<file path="src/rtl/sig_pkg.sv">
// Shared constants and helpers for the moving-window integrator.
// Width/window helpers keep derived sizes in one place.
package sig_pkg;

  localparam logic MODE_SUM  = 1'b0;
  localparam logic MODE_MEAN = 1'b1;

  function automatic int out_w(
    input int data_w,
    input int win_log2
  );
    return data_w + win_log2;
  endfunction

  function automatic int win_len(
    input int win_log2
  );
    return 1 << win_log2;
  endfunction

  function automatic bit params_ok(
    input int data_w,
    input int win_log2
  );
    return (data_w >= 4) && (data_w <= 16) &&
           (win_log2 >= 1) && (win_log2 <= 6);
  endfunction

endpackage

</file>
<file path="src/rtl/sig_win_buf.sv">
// Circular sample history: the slot under the write pointer is
// read as the oldest sample, then overwritten by the new one.
module sig_win_buf
  import sig_pkg::*;
#(
  parameter int DATA_W   = 9,
  parameter int WIN_LOG2 = 4
) (
  input  logic              clk,
  input  logic              rst_n,
  input  logic              clr_i,
  input  logic              we_i,
  input  logic [DATA_W-1:0] wdata_i,
  output logic [DATA_W-1:0] rdata_o
);

  localparam int WIN = win_len(WIN_LOG2);

  logic [DATA_W-1:0]   mem_q [WIN];
  logic [WIN_LOG2-1:0] ptr_q;
  logic [WIN_LOG2-1:0] ptr_d;

  assign rdata_o = mem_q[ptr_q];

  always_comb begin
    ptr_d = ptr_q;
    if (clr_i) begin
      ptr_d = '0;
    end else if (we_i) begin
      ptr_d = ptr_q + 1'b1;
    end
  end

  always_ff @(posedge clk or negedge rst_n) begin
    if (!rst_n) begin
      ptr_q <= '0;
      for (int i = 0; i < WIN; i++) begin
        mem_q[i] <= '0;
      end
    end else begin
      ptr_q <= ptr_d;
      if (clr_i) begin
        for (int i = 0; i < WIN; i++) begin
          mem_q[i] <= '0;
        end
      end else if (we_i) begin
        mem_q[ptr_q] <= wdata_i;
      end
    end
  end

endmodule

</file>
<file path="src/rtl/sig_inte_win.sv">
// Streaming moving-window integrator: running sum of the last
// 2^WIN_LOG2 samples, optional mean, warm-up flag and clear.
module sig_inte_win
  import sig_pkg::*;
#(
  parameter int DATA_W   = 9,
  parameter int WIN_LOG2 = 4
) (
  input  logic                                  clk,
  input  logic                                  rst_n,
  input  logic                                  in_valid,
  input  logic [DATA_W-1:0]                     in_data,
  input  logic                                  mode,
  input  logic                                  clear,
  output logic                                  out_valid,
  output logic [out_w(DATA_W, WIN_LOG2)-1:0]    out_data,
  output logic                                  out_full
);

  localparam int OUT_W = out_w(DATA_W, WIN_LOG2);
  localparam logic [WIN_LOG2:0] FILL_MAX =
    {1'b1, {WIN_LOG2{1'b0}}};

  if (!params_ok(DATA_W, WIN_LOG2)) begin : g_bad_params
    $error("sig_inte_win: DATA_W or WIN_LOG2 out of range");
  end

  logic                    accept;
  logic [DATA_W-1:0]       oldest;
  logic signed [DATA_W:0]  diff;

  logic                    v1_q;
  logic                    v1_d;
  logic signed [DATA_W:0]  delta_q;
  logic signed [DATA_W:0]  delta_d;
  logic [WIN_LOG2:0]       fill_q;
  logic [WIN_LOG2:0]       fill_d;
  logic signed [OUT_W-1:0] acc_q;
  logic signed [OUT_W-1:0] acc_d;
  logic                    ov_q;
  logic                    ov_d;
  logic [OUT_W-1:0]        od_q;
  logic [OUT_W-1:0]        od_d;
  logic                    of_q;
  logic                    of_d;

  logic signed [OUT_W-1:0] dext;
  logic signed [OUT_W-1:0] sum;
  logic signed [OUT_W-1:0] mean;
  logic [OUT_W-1:0]        out_sel;

  assign accept = in_valid && !clear;

  sig_win_buf #(
    .DATA_W   (DATA_W),
    .WIN_LOG2 (WIN_LOG2)
  ) u_buf (
    .clk     (clk),
    .rst_n   (rst_n),
    .clr_i   (clear),
    .we_i    (accept),
    .wdata_i (in_data),
    .rdata_o (oldest)
  );

  // Empty slots read as zero, so warm-up sums stay exact.
  assign diff = $signed({in_data[DATA_W-1], in_data}) -
                $signed({oldest[DATA_W-1], oldest});

  assign dext = OUT_W'(delta_q);
  assign sum  = acc_q + dext;
  assign mean = sum >>> WIN_LOG2;

  always_comb begin
    out_sel = sum;
    unique case (mode)
      MODE_SUM:  out_sel = sum;
      MODE_MEAN: out_sel = mean;
    endcase
  end

  always_comb begin
    v1_d    = accept;
    delta_d = accept ? diff : delta_q;
    fill_d  = fill_q;
    if (clear) begin
      fill_d = '0;
    end else if (accept && (fill_q != FILL_MAX)) begin
      fill_d = fill_q + 1'b1;
    end
  end

  always_comb begin
    acc_d = acc_q;
    ov_d  = 1'b0;
    od_d  = od_q;
    of_d  = of_q;
    if (clear) begin
      acc_d = '0;
      of_d  = 1'b0;
    end else if (v1_q) begin
      acc_d = sum;
      ov_d  = 1'b1;
      od_d  = out_sel;
      if (fill_q == FILL_MAX) begin
        of_d = 1'b1;
      end
    end
  end

  always_ff @(posedge clk or negedge rst_n) begin
    if (!rst_n) begin
      v1_q    <= 1'b0;
      delta_q <= '0;
      fill_q  <= '0;
      acc_q   <= '0;
      ov_q    <= 1'b0;
      od_q    <= '0;
      of_q    <= 1'b0;
    end else begin
      v1_q    <= v1_d;
      delta_q <= delta_d;
      fill_q  <= fill_d;
      acc_q   <= acc_d;
      ov_q    <= ov_d;
      od_q    <= od_d;
      of_q    <= of_d;
    end
  end

  assign out_valid = ov_q;
  assign out_data  = od_q;
  assign out_full  = of_q;

endmodule

</file>
<file path="config.mk">
export PLATFORM = sky130hd
export DESIGN_NAME = sig_inte_win
export DESIGN_NICKNAME = d
export VERILOG_FILES = /design/src/rtl/sig_pkg.sv /design/src/rtl/sig_win_buf.sv /design/src/rtl/sig_inte_win.sv
export SDC_FILE = /design/constraint.sdc
export NUM_CORES = 1
export LEC_CHECK = 0
export ABC_AREA = 1
export BUFFER_PORTS_ARGS = -buffer_cell sky130_fd_sc_hd__buf_2
export CORE_MARGIN = 2
export CORE_UTILIZATION = 30
export CTS_BUF_LIST = sky130_fd_sc_hd__clkbuf_8
export DETAILED_ROUTE_END_ITERATION = 10
export PLACE_DENSITY = 0.53
export REMOVE_ABC_BUFFERS = 1
export SYNTH_ARGS = -nofsm -noshare
export SYNTH_HDL_FRONTEND = slang
export SYNTH_SLANG_ARGS = --single-unit
export TNS_END_PERCENT = 100
</file>
<file path="constraint.sdc">
create_clock -name clk -period 3.5 [get_ports clk]
set_clock_uncertainty 0.05 [all_clocks]
set_input_delay 0.7 -clock clk [delete_from_list [all_inputs] [get_ports clk]]
set_output_delay 0.7 -clock clk [all_outputs]
set_load 0.1 [all_outputs]
</file>
==> results.json, run 1 <==
{
  "status": "finished, final reports clean",
  "finalNetCount": 1210,
  "slew_headroom_pct": 44.2,
  "criticalPathCategory": "flip-flop to flip-flop",
  "clockRootBuffer": "clkbuf_8",
  "drt-initial-drc-count": 692,
  "netlist_area_mm2": 0.00984,
  "cts_buffers": 17,
  "endpoint_kind": "flip-flop",
  "area_delta_synth_final_pct": 9.60,
  "dp_hpwl_um": 19600,
  "grt_usage_pct": 17.4,
  "max-cap-violations": 0,
  "p_int_mw": 3.35,
  "clock.fmax_mhz": 360,
  "diodes": 0,
  "postRouteAntennaNets": 0,
  "synth_xor_area_share_pct": 1.16,
  "htree_levels": 4,
  "routedWlPerCell_um": 17.7,
  "post_cts_resized": 0,
  "rsz0062_at_grt": "no",
  "die_area_mm2": 0.0343,
  "mostFrequentLayoutCells": "dfrtp_1, nand2_1, nand3_1",
  "hold_viol": 0,
  "cts.sinks": 192,
  "cp_data_required_time_ns": 3.84,
  "ir_worst_vdd_mv": 0.264,
  "synth_mux_area_share_pct": 0,
  "stdcell_area_mm2": 0.0108,
  "crit_fanout": 16,
  "drive_above_1_share_pct": 10.3,
  "port_buffers": 28,
  "rows": 66,
  "ys_types": 36,
  "maxSlewViolCount": 0,
  "max_slew.worst_pin.slew_ns": 0.835,
  "io_pins": 29,
  "arrival_ns": 3.12,
  "yosysSeqAreaShare_pct": 48.8,
  "dpl-instance-area_mm2": 0.0104,
  "path_clk_slew_ns": 0.10,
  "syn_area_per_cell_um2": 8.46,
  "setup_viol": 0,
  "power.leakage_nw": 4.75,
  "ys_seq_elements": 192,
  "p_comb_share_pct": 26.8,
  "core_area_mm2": 0.0325,
  "layout_setup_ws_ns": 0.723,
  "grt_pass1_vias": 7915,
  "postCtsSetupRepairBufs": 0,
  "gp_congestion": 0.881,
  "clockBufferDepth": 2,
  "p_switching_mw": 2.06,
  "grt_pass1_wl_um": 45800,
  "hold_path.class": "input port to async pin",
  "drcViolationCount": 0,
  "period_minus_slack_ns": 2.78,
  "synth_simple_gate_area_share_pct": 17.7,
  "power_density_mw_per_mm2": 501,
  "period_share_pct": 79.4,
  "initial_core_util_pct": 30.3,
  "grt_max_degree": 88,
  "synthArstFlopShare_pct": 100,
  "synth_top_family_by_area": "compound AO/OA/AOI/OAI gates",
  "dr.pass1.iters": 5,
  "tritoncts": "built",
  "critPathLaunchType": "flip-flop",
  "synth_edf_count": 0,
  "dieHeight_um": 185,
  "seq_power_share_pct": 44.7,
  "antenna_found_initial": 0,
  "route.vias.total": 8239,
  "layout.cells.most_common": "dfrtp_1",
  "synth_fa_ha_area_share_pct": 3.84,
  "vias_per_cell": 5.08,
  "synth_compound_area_share_pct": 19.5,
  "die_x_um": 185,
  "grt-ovfl-total": 0,
  "ys_warn_count": 0,
  "synthCells": 1163,
  "routed_wl_um": 28700,
  "pre_cts_ws_ns": 0.748,
  "pwr-share-clk_pct": 28.5,
  "ctsHoldBuffers": 0,
  "power_switching_share_pct": 38.0,
  "clkLatencyLatePin_ns": 0.49,
  "synth_flop_cell": "dfrtp_1"
}
-- logic make-up (layout without fill, tap and decap cells) --
logic type	Yosys count	after routing
AO/OA/AOI/OAI	363	363
XOR/XNOR	13	13
adder cells (fa/ha/maj)	29	29
buffers and inverters	203	219
flip-flops	192	192
AND/OR/NAND/NOR	363	363
-- layer usage --
metal  wire, um  up-vias  global-route usage (%)
met3       1380       39                    2.95
li1           -     3997                       -
met2      13300      226                    27.7
met4        587        0                    5.24
met5          0        -                       0
met1      13400     3977                    24.3
-- power groups by stage --
stage	logic (mW)	clock network (mW)	registers [mW]
after global routing	1.60	1.66	2.43
after detailed placement	1.45	0	2.46
after floorplan	0.655	0	2.84
final	1.45	1.54	2.42
after CTS	1.46	1.57	2.42
after global placement	1.45	0	2.46
-- critical path: stages, from the launching register on --
cell	delay (ns)
dfrtp_2	0.44
inv_2	0.27
buf_4	0.27
o21ai_0	0.11
nand2_1	0.09
nand2_1	0.06
nand4_1	0.12
ha_1	0.15
inv_1	0.05
fa_1	0.40
nand3_1	0.09
nand3_1	0.11
nand3_1	0.09
nand2_1	0.08
nand3_1	0.09
nand3_1	0.07
nand3_1	0.09
nand2_1	0.05
-- per-stage QoR --
stage	power, mW	TNS (ns)	hold WS (ns)	cells	utilization (%)
2_1_floorplan	3.50	-1.66	0.354	1100	-
3_3_place_gp	3.91	0	0.408	1590	32.0
3_5_place_dp	3.91	0	0.411	1590	32.0
4_1_cts	5.45	0	0.221	1621	33.2
5_1_grt	5.69	0	0.246	1621	33.2
6_report	5.41	0	0.204	1621	33.2
-- area by class of cell --
cell class              instances  area, um2
fillers                      3454      21700
flip-flops and latches        192       4810
multi-input cells             768       4150
well taps                     442        553
inverters                     140        527
repair buffers                 48        349
clock buffers                  17        234
clock inverters                14        160
-- flip-flops by register name, indices dropped and copies added, names as in the netlist --
register	count
u_buf.mem_q	144
out_data	13
out_valid	1
v1_q	1
acc_q	13
fill_q	5
delta_q	10
out_full	1
u_buf.ptr_q	4
-- synthesized netlist by cell type, types with 2 or more instances --
cell type  instances  area [um2]
nor2_1            19        71.3
o21a_1             2        15.0
buf_4              7        52.6
nand4_1            6        37.5
nor3_1             2        10.0
xnor2_1            8        70.1
buf_2             19        95.1
inv_1            131         492
dfrtp_1          192        4800
o21ai_1           51         255
buf_6              9         101
clkbuf_1          19        71.3
nand3_1          139         696
buf_1              9        33.8
nand3_2            5        50.1
nor3_2             8        80.1
nor2_2             5        31.3
fa_1               2        40.0
nand2_2           12        75.1
nor2_4             3        33.8
or2_0              8        50.1
nand2_1          153         574
inv_2              8        30.0
o22ai_1           72         450
o21ai_0          114         571
ha_1              27         338
xor2_1             5        43.8
a21oi_1          120         601
-- final timing paths --
kind / startpoint / end / slack [ns] / cells after the start
min in group clk: out_data[2] / out_data[2] / 0.43 / 2
worst min register to register: out_data[2] / out_data[2] / 0.43 / 2
worst max register to register: u_buf.ptr_q[0] / delta_q[8] / 0.72 / 17
worst max-delay path: u_buf.ptr_q[0] / delta_q[8] / 0.72 / 17
worst min-delay path: rst_n / fill_q[4] / 0.20 / 1
max in group asynchronous: rst_n / u_buf.ptr_q[0] / 2.37 / 2
Note: power is estimated with default switching activity, not from simulation.
==> run 2, diff against run 1 <==
Settings changed: ABC_AREA 1 to 0.
Clock period 3.5 ns to 2.8 ns, I/O delays scaled along.
==> results.json, run 2 <==
{
  "status": "finished, violations left",
  "violations": "negative setup slack",
  "crit_path_max_incr_delay_ns": 0.51,
  "clockRootBuffer": "clkbuf_8",
  "yosysMostFrequentCell": "nand2_1",
  "synth_flop_cell": "dfrtp_1",
  "stdcell_area_mm2": 0.0116,
  "synth_top_area_cell": "dfrtp_1",
  "synthArstFlopShare_pct": 100,
  "ys_seq_elements": 192,
  "die_x_um": 186,
  "area_delta_synth_final_pct": 17.5,
  "instances_no_fill": 1550,
  "criticalPathCategory": "flip-flop to flip-flop",
  "synth_xor_area_share_pct": 1.59,
  "p_switching_mw": 2.54,
  "ir_worst_vdd_mv": 0.439,
  "yosys.area.top_type_share_pct": 48.6,
  "port_buffers": 28,
  "htree_levels": 4,
  "initial_core_util_pct": 30.5,
  "max-cap-violations": 0,
  "routed_wl_um": 27900,
  "routedWlPerCell_um": 18.0,
  "tritoncts": "built",
  "synthCells": 1042,
  "drt-initial-drc-count": 591,
  "largest_reg_flops": 144,
  "critPathLaunchType": "flip-flop",
  "layout_setup_ws_ns": -0.353,
  "multiInputGateArea_mm2": 0.00485,
  "synth_top_family_by_area": "simple AND/OR/NAND/NOR gates",
  "endpoint_kind": "flip-flop",
  "grt_pass1_wl_um": 45000,
  "synthTopCellsByCount": "nand2_1, dfrtp_1, a21oi_1",
  "cts.sinks": 192,
  "grt_max_degree": 149,
  "drive_above_1_share_pct": 19.2,
  "clock.fmax_mhz": 317,
  "max_slew.worst_pin.slew_ns": 0.775,
  "gp_congestion": 0.858,
  "grt_usage_pct": 17.1,
  "finalNetCount": 1138,
  "synth_fa_ha_area_share_pct": 3.82,
  "hold_path.class": "input port to async pin",
  "fillers": 3283,
  "postRouteAntennaNets": 0,
  "p_comb_share_pct": 27.0,
  "die_area_mm2": 0.0344,
  "clockBufferDepth": 2,
  "total_power_mw": 6.85,
  "power_density_mw_per_mm2": 590,
  "power_switching_share_pct": 37.1,
  "cts_buffers": 17,
  "path_clk_slew_ns": 0.12,
  "cp_slowest_cell": "mux4_2",
  "crit_chain": "buf_12, mux4_2, mux4_2, inv_2, ha_4, nor2b_4, o31a_1, o31a_1, o21a_1, nor3_2, o21ai_1",
  "cp_data_required_time_ns": 3.13,
  "rows": 66,
  "hold_ws_ns": 0.0283,
  "dieHeight_um": 186,
  "antenna_found_initial": 1,
  "period_minus_slack_ns": 3.15,
  "seq_area_mm2": 0.00481,
  "dpl-instance-area_mm2": 0.0109,
  "mostFrequentLayoutCells": "nand2_1, dfrtp_1, a21oi_1",
  "rsz0062_at_grt": "yes",
  "max_flop_register": "u_buf.mem_q",
  "crit_fanout": 5,
  "vias_per_cell": 5.03,
  "period_share_pct": 113,
  "syn_area_per_cell_um2": 9.49,
  "diodes": 0,
  "route.vias.total": 7789,
  "clkLatencyLatePin_ns": 0.50,
  "io_pins": 29,
  "pwr-share-clk_pct": 29.1,
  "synth.area.top_cells": "dfrtp_1, nand2_1, mux4_2",
  "arrival_ns": 3.48,
  "synth_compound_area_share_pct": 12.8,
  "grt_pass1_vias": 7677,
  "dp_hpwl_um": 19500,
  "power.leakage_nw": 4.76,
  "dp_cells": 1504,
  "drcViolationCount": 0,
  "p_int_mw": 4.31,
  "ys_types": 53,
  "netlist_area_mm2": 0.00989,
  "path_delay_family": "multiplexers",
  "layout.cells.most_common": "nand2_1",
  "seq_power_share_pct": 43.9,
  "setup_viol": 6,
  "slew_headroom_pct": 48.2,
  "grt-ovfl-total": 0,
  "ys_warn_count": 0,
  "synth_edf_count": 0,
  "dr.pass1.iters": 5,
  "critPathBufInv": 2,
  "maxSlewViolCount": 0,
  "synth_mux_area_share_pct": 11.8,
  "core_area_mm2": 0.0325,
  "final_util_pct": 35.8,
  "yosysSeqAreaShare_pct": 48.6,
  "synth_simple_gate_area_share_pct": 17.8,
  "hold_viol": 0
}
## run 2: power by group through the flow
stage                     sequential (mW)  clock (mW)  combinational [mW]
final                                3.01        1.99                1.85
after global placement               3.06           0                1.75
after detailed placement             3.06           0                1.76
after floorplan                      3.58           0               0.658
after global routing                 3.03        2.14                2.01
after CTS                            3.01        2.04                1.83
## run 2: layout make-up
class | instances | share of cell area [%]
timing repair buffer | 102 | 7.62
tap | 442 | 4.76
inverter | 24 | 0.797
sequential | 192 | 41.4
clock inverter | 14 | 1.59
clock buffer | 18 | 2.13
multi-input combinational | 758 | 41.7
## run 2: cells by family after synthesis
group | count (synthesis)
compound gates | 222
xor+xnor | 18
fa+ha+maj | 29
buf+inv | 92
flops | 192
mux | 60
simple gates | 429
## run 2: metal layers
| metal | track usage [%] | up-vias | routed length [um] |
|---|---|---|---|
| li1 | - | 3668 | - |
| met1 | 24.3 | 3892 | 13200 |
| met2 | 26.3 | 192 | 12600 |
| met3 | 3.83 | 35 | 1520 |
| met4 | 5.01 | 2 | 630 |
| met5 | 0 | - | 12 |
## run 2: final timing paths
check	from	to	slack, ns	cells past startpoint
worst max register to register	u_buf.ptr_q[0]	delta_q[7]	-0.35	11
worst min register to register	out_data[12]	out_data[12]	0.44	2
worst max-delay path	u_buf.ptr_q[0]	delta_q[7]	-0.35	11
worst min-delay path	rst_n	fill_q[0]	0.03	1
min in group clk	clear	fill_q[1]	0.38	2
max in group asynchronous	rst_n	u_buf.mem_q[28]	1.91	2
## run 2: per-stage QoR
step / TNS [ns] / worst slack, ns
6_report: -1.45 / -0.353
4_1_cts: -1.50 / -0.328
5_1_grt: -2.19 / -0.474
2_1_floorplan: -16.59 / -1.44
3_3_place_gp: -1.67 / -0.379
3_5_place_dp: -1.79 / -0.384
## run 2: timing repair
item,in CTS,in global routing
hold buffers,0,0
pin swaps,4,10
gates resized for setup,25,19
setup endpoints to repair,7,8
cloned,1,0
buffers inserted,9,4
==> run 3, diff against run 2 <==
Settings changed: BUFFER_PORTS_ARGS -buffer_cell sky130_fd_sc_hd__buf_2 to not set, CORE_ASPECT_RATIO set to 1.1, DONT_BUFFER_PORTS set to 1.
==> results.json, run 3 (synthesis gave the netlist of run 2 again) <==
{
  "drt-initial-drc-count": 591,
  "power_density_mw_per_mm2": 582,
  "finalNetCount": 1092,
  "dieHeight_um": 194,
  "rows": 69,
  "slew_headroom_pct": 38.2,
  "hold_ws_ns": -0.294,
  "drcViolationCount": 0,
  "mostFrequentLayoutCells": "nand2_1, dfrtp_1, a21oi_1",
  "grt_pass1_vias": 7375,
  "clkLatencyLatePin_ns": 0.49,
  "clockRootBuffer": "clkbuf_8",
  "power.leakage_nw": 4.53,
  "hold_path.class": "input port to async pin",
  "endpoint_kind": "flip-flop",
  "antenna_found_initial": 0,
  "gp_congestion": 0.858,
  "routed_wl_um": 26500,
  "stdcell_area_mm2": 0.0112,
  "rr_endpoint": "delta_q[7]",
  "period_minus_slack_ns": 3.10,
  "arrival_ns": 3.42,
  "rr_startpoint": "u_buf.ptr_q[0]",
  "max-cap-violations": 0,
  "cts.sinks": 192,
  "grt_max_degree": 193,
  "port_buffers": 0,
  "ir_worst_vdd_mv": 0.270,
  "clock.fmax_mhz": 323,
  "cp_data_required_time_ns": 3.12,
  "htree_levels": 4,
  "largest_reg_flops": 144,
  "max_slew.worst_pin.slew_ns": 0.927,
  "clockBufferDepth": 2,
  "grt_usage_pct": 15.8,
  "die_area_mm2": 0.0344,
  "maxSlewViolCount": 0,
  "cts_buffers": 17,
  "crit_fanout": 7,
  "hold_viol": 192,
  "criticalPathCategory": "flip-flop to flip-flop",
  "layout.cells.most_common": "nand2_1",
  "diodes": 0,
  "max_flop_register": "u_buf.mem_q",
  "violations": "negative hold slack, negative setup slack",
  "route.vias.total": 7471,
  "tns_ns": -1.57,
  "grt-ovfl-total": 0,
  "status": "finished, violations left",
  "critPathLaunchType": "flip-flop",
  "path_clk_slew_ns": 0.11,
  "drive_above_1_share_pct": 15.8,
  "die_x_um": 177,
  "ff2ff_path_depth": 11,
  "dpl-instance-area_mm2": 0.0106,
  "area_delta_synth_final_pct": 13.4,
  "rsz0062_at_grt": "yes",
  "routedWlPerCell_um": 17.8,
  "core_area_mm2": 0.0324,
  "layout_setup_ws_ns": -0.300,
  "grt_pass1_wl_um": 42500,
  "vias_per_cell": 5.02,
  "regToRegSetupSlack_ns": -0.30,
  "setup_viol": 7,
  "dp_hpwl_um": 17400,
  "io_pins": 29,
  "tritoncts": "built",
  "postRouteAntennaNets": 0,
  "period_share_pct": 111,
  "dr.pass1.iters": 4,
  "initial_core_util_pct": 30.5,
  "final_util_pct": 34.6
}
-- run 3: changes by cell type in the layout (fill, tap and decap cells not counted), moves of 3 or more --
cell / delta
buf_2: -26
buf_12: -4
inv_8: -3
buf_4: -10
-- run 3: worst max-delay path by stage --
stage	cells past startpoint	endpoint	slack, ns	start
final	11	delta_q[7]	-0.30	u_buf.ptr_q[0]
after global routing	11	delta_q[9]	-0.40	u_buf.ptr_q[0]
after CTS	11	delta_q[9]	-0.30	u_buf.ptr_q[0]
after detailed placement	11	delta_q[9]	-0.34	u_buf.ptr_q[0]
after global placement	11	delta_q[9]	-0.30	u_buf.ptr_q[0]
after floorplan	10	delta_q[9]	-1.44	u_buf.ptr_q[0]
-- run 3: area by class of cell --
type                            count  area (um2)
Clock buffer                       18         248
Clock inverter                     14         175
Fill cell                        3318       21200
Inverter                           24        92.6
Multi-Input combinational cell    758        4850
Sequential cell                   192        4810
Tap cell                          426         533
Timing Repair Buffer               56         505
-- run 3: repair_timing --
| item | CTS | global route |
|---|---|---|
| pin swaps | 3 | 5 |
| endpoints found under the setup margin | 6 | 11 |
| hold endpoints to repair | 192 | 192 |
| buffers inserted | 3 | 6 |
| resized for setup | 17 | 21 |
-- run 3: critical path, stage by stage (launching register included) --
cell     delay, ns
dfrtp_2       0.43
buf_12        0.15
mux4_2        0.51
mux4_2        0.48
inv_2         0.10
ha_4          0.19
nor2b_4       0.12
o31a_1        0.25
o31a_1        0.29
o21a_1        0.18
nor3_1        0.13
o21ai_1       0.09
-- run 3: per-layer routing --
layer / track usage (%) / share of wire (%)
met4: 5.08 / 2.2
met2: 24.9 / 47
met1: 22.0 / 46
met3: 2.72 / 4.3
met5: 0 / 0
-- run 3: metrics by stage --
stage | instances | power, mW | worst slack [ns]
final | 1488 | 6.52 | -0.300
after global routing | 1488 | 6.83 | -0.404
after CTS | 1483 | 6.54 | -0.296
after detailed placement | 1448 | 4.53 | -0.340
after global placement | 1448 | 4.53 | -0.299
after floorplan | 974 | 4.24 | -1.44
-- run 3: where the power goes --
group | total (mW) | internal (mW) | switching, mW
Clock | 1.98 | 0.850 | 1.13
Combinational | 1.03 | 0.502 | 0.530
Sequential | 3.52 | 2.91 | 0.611
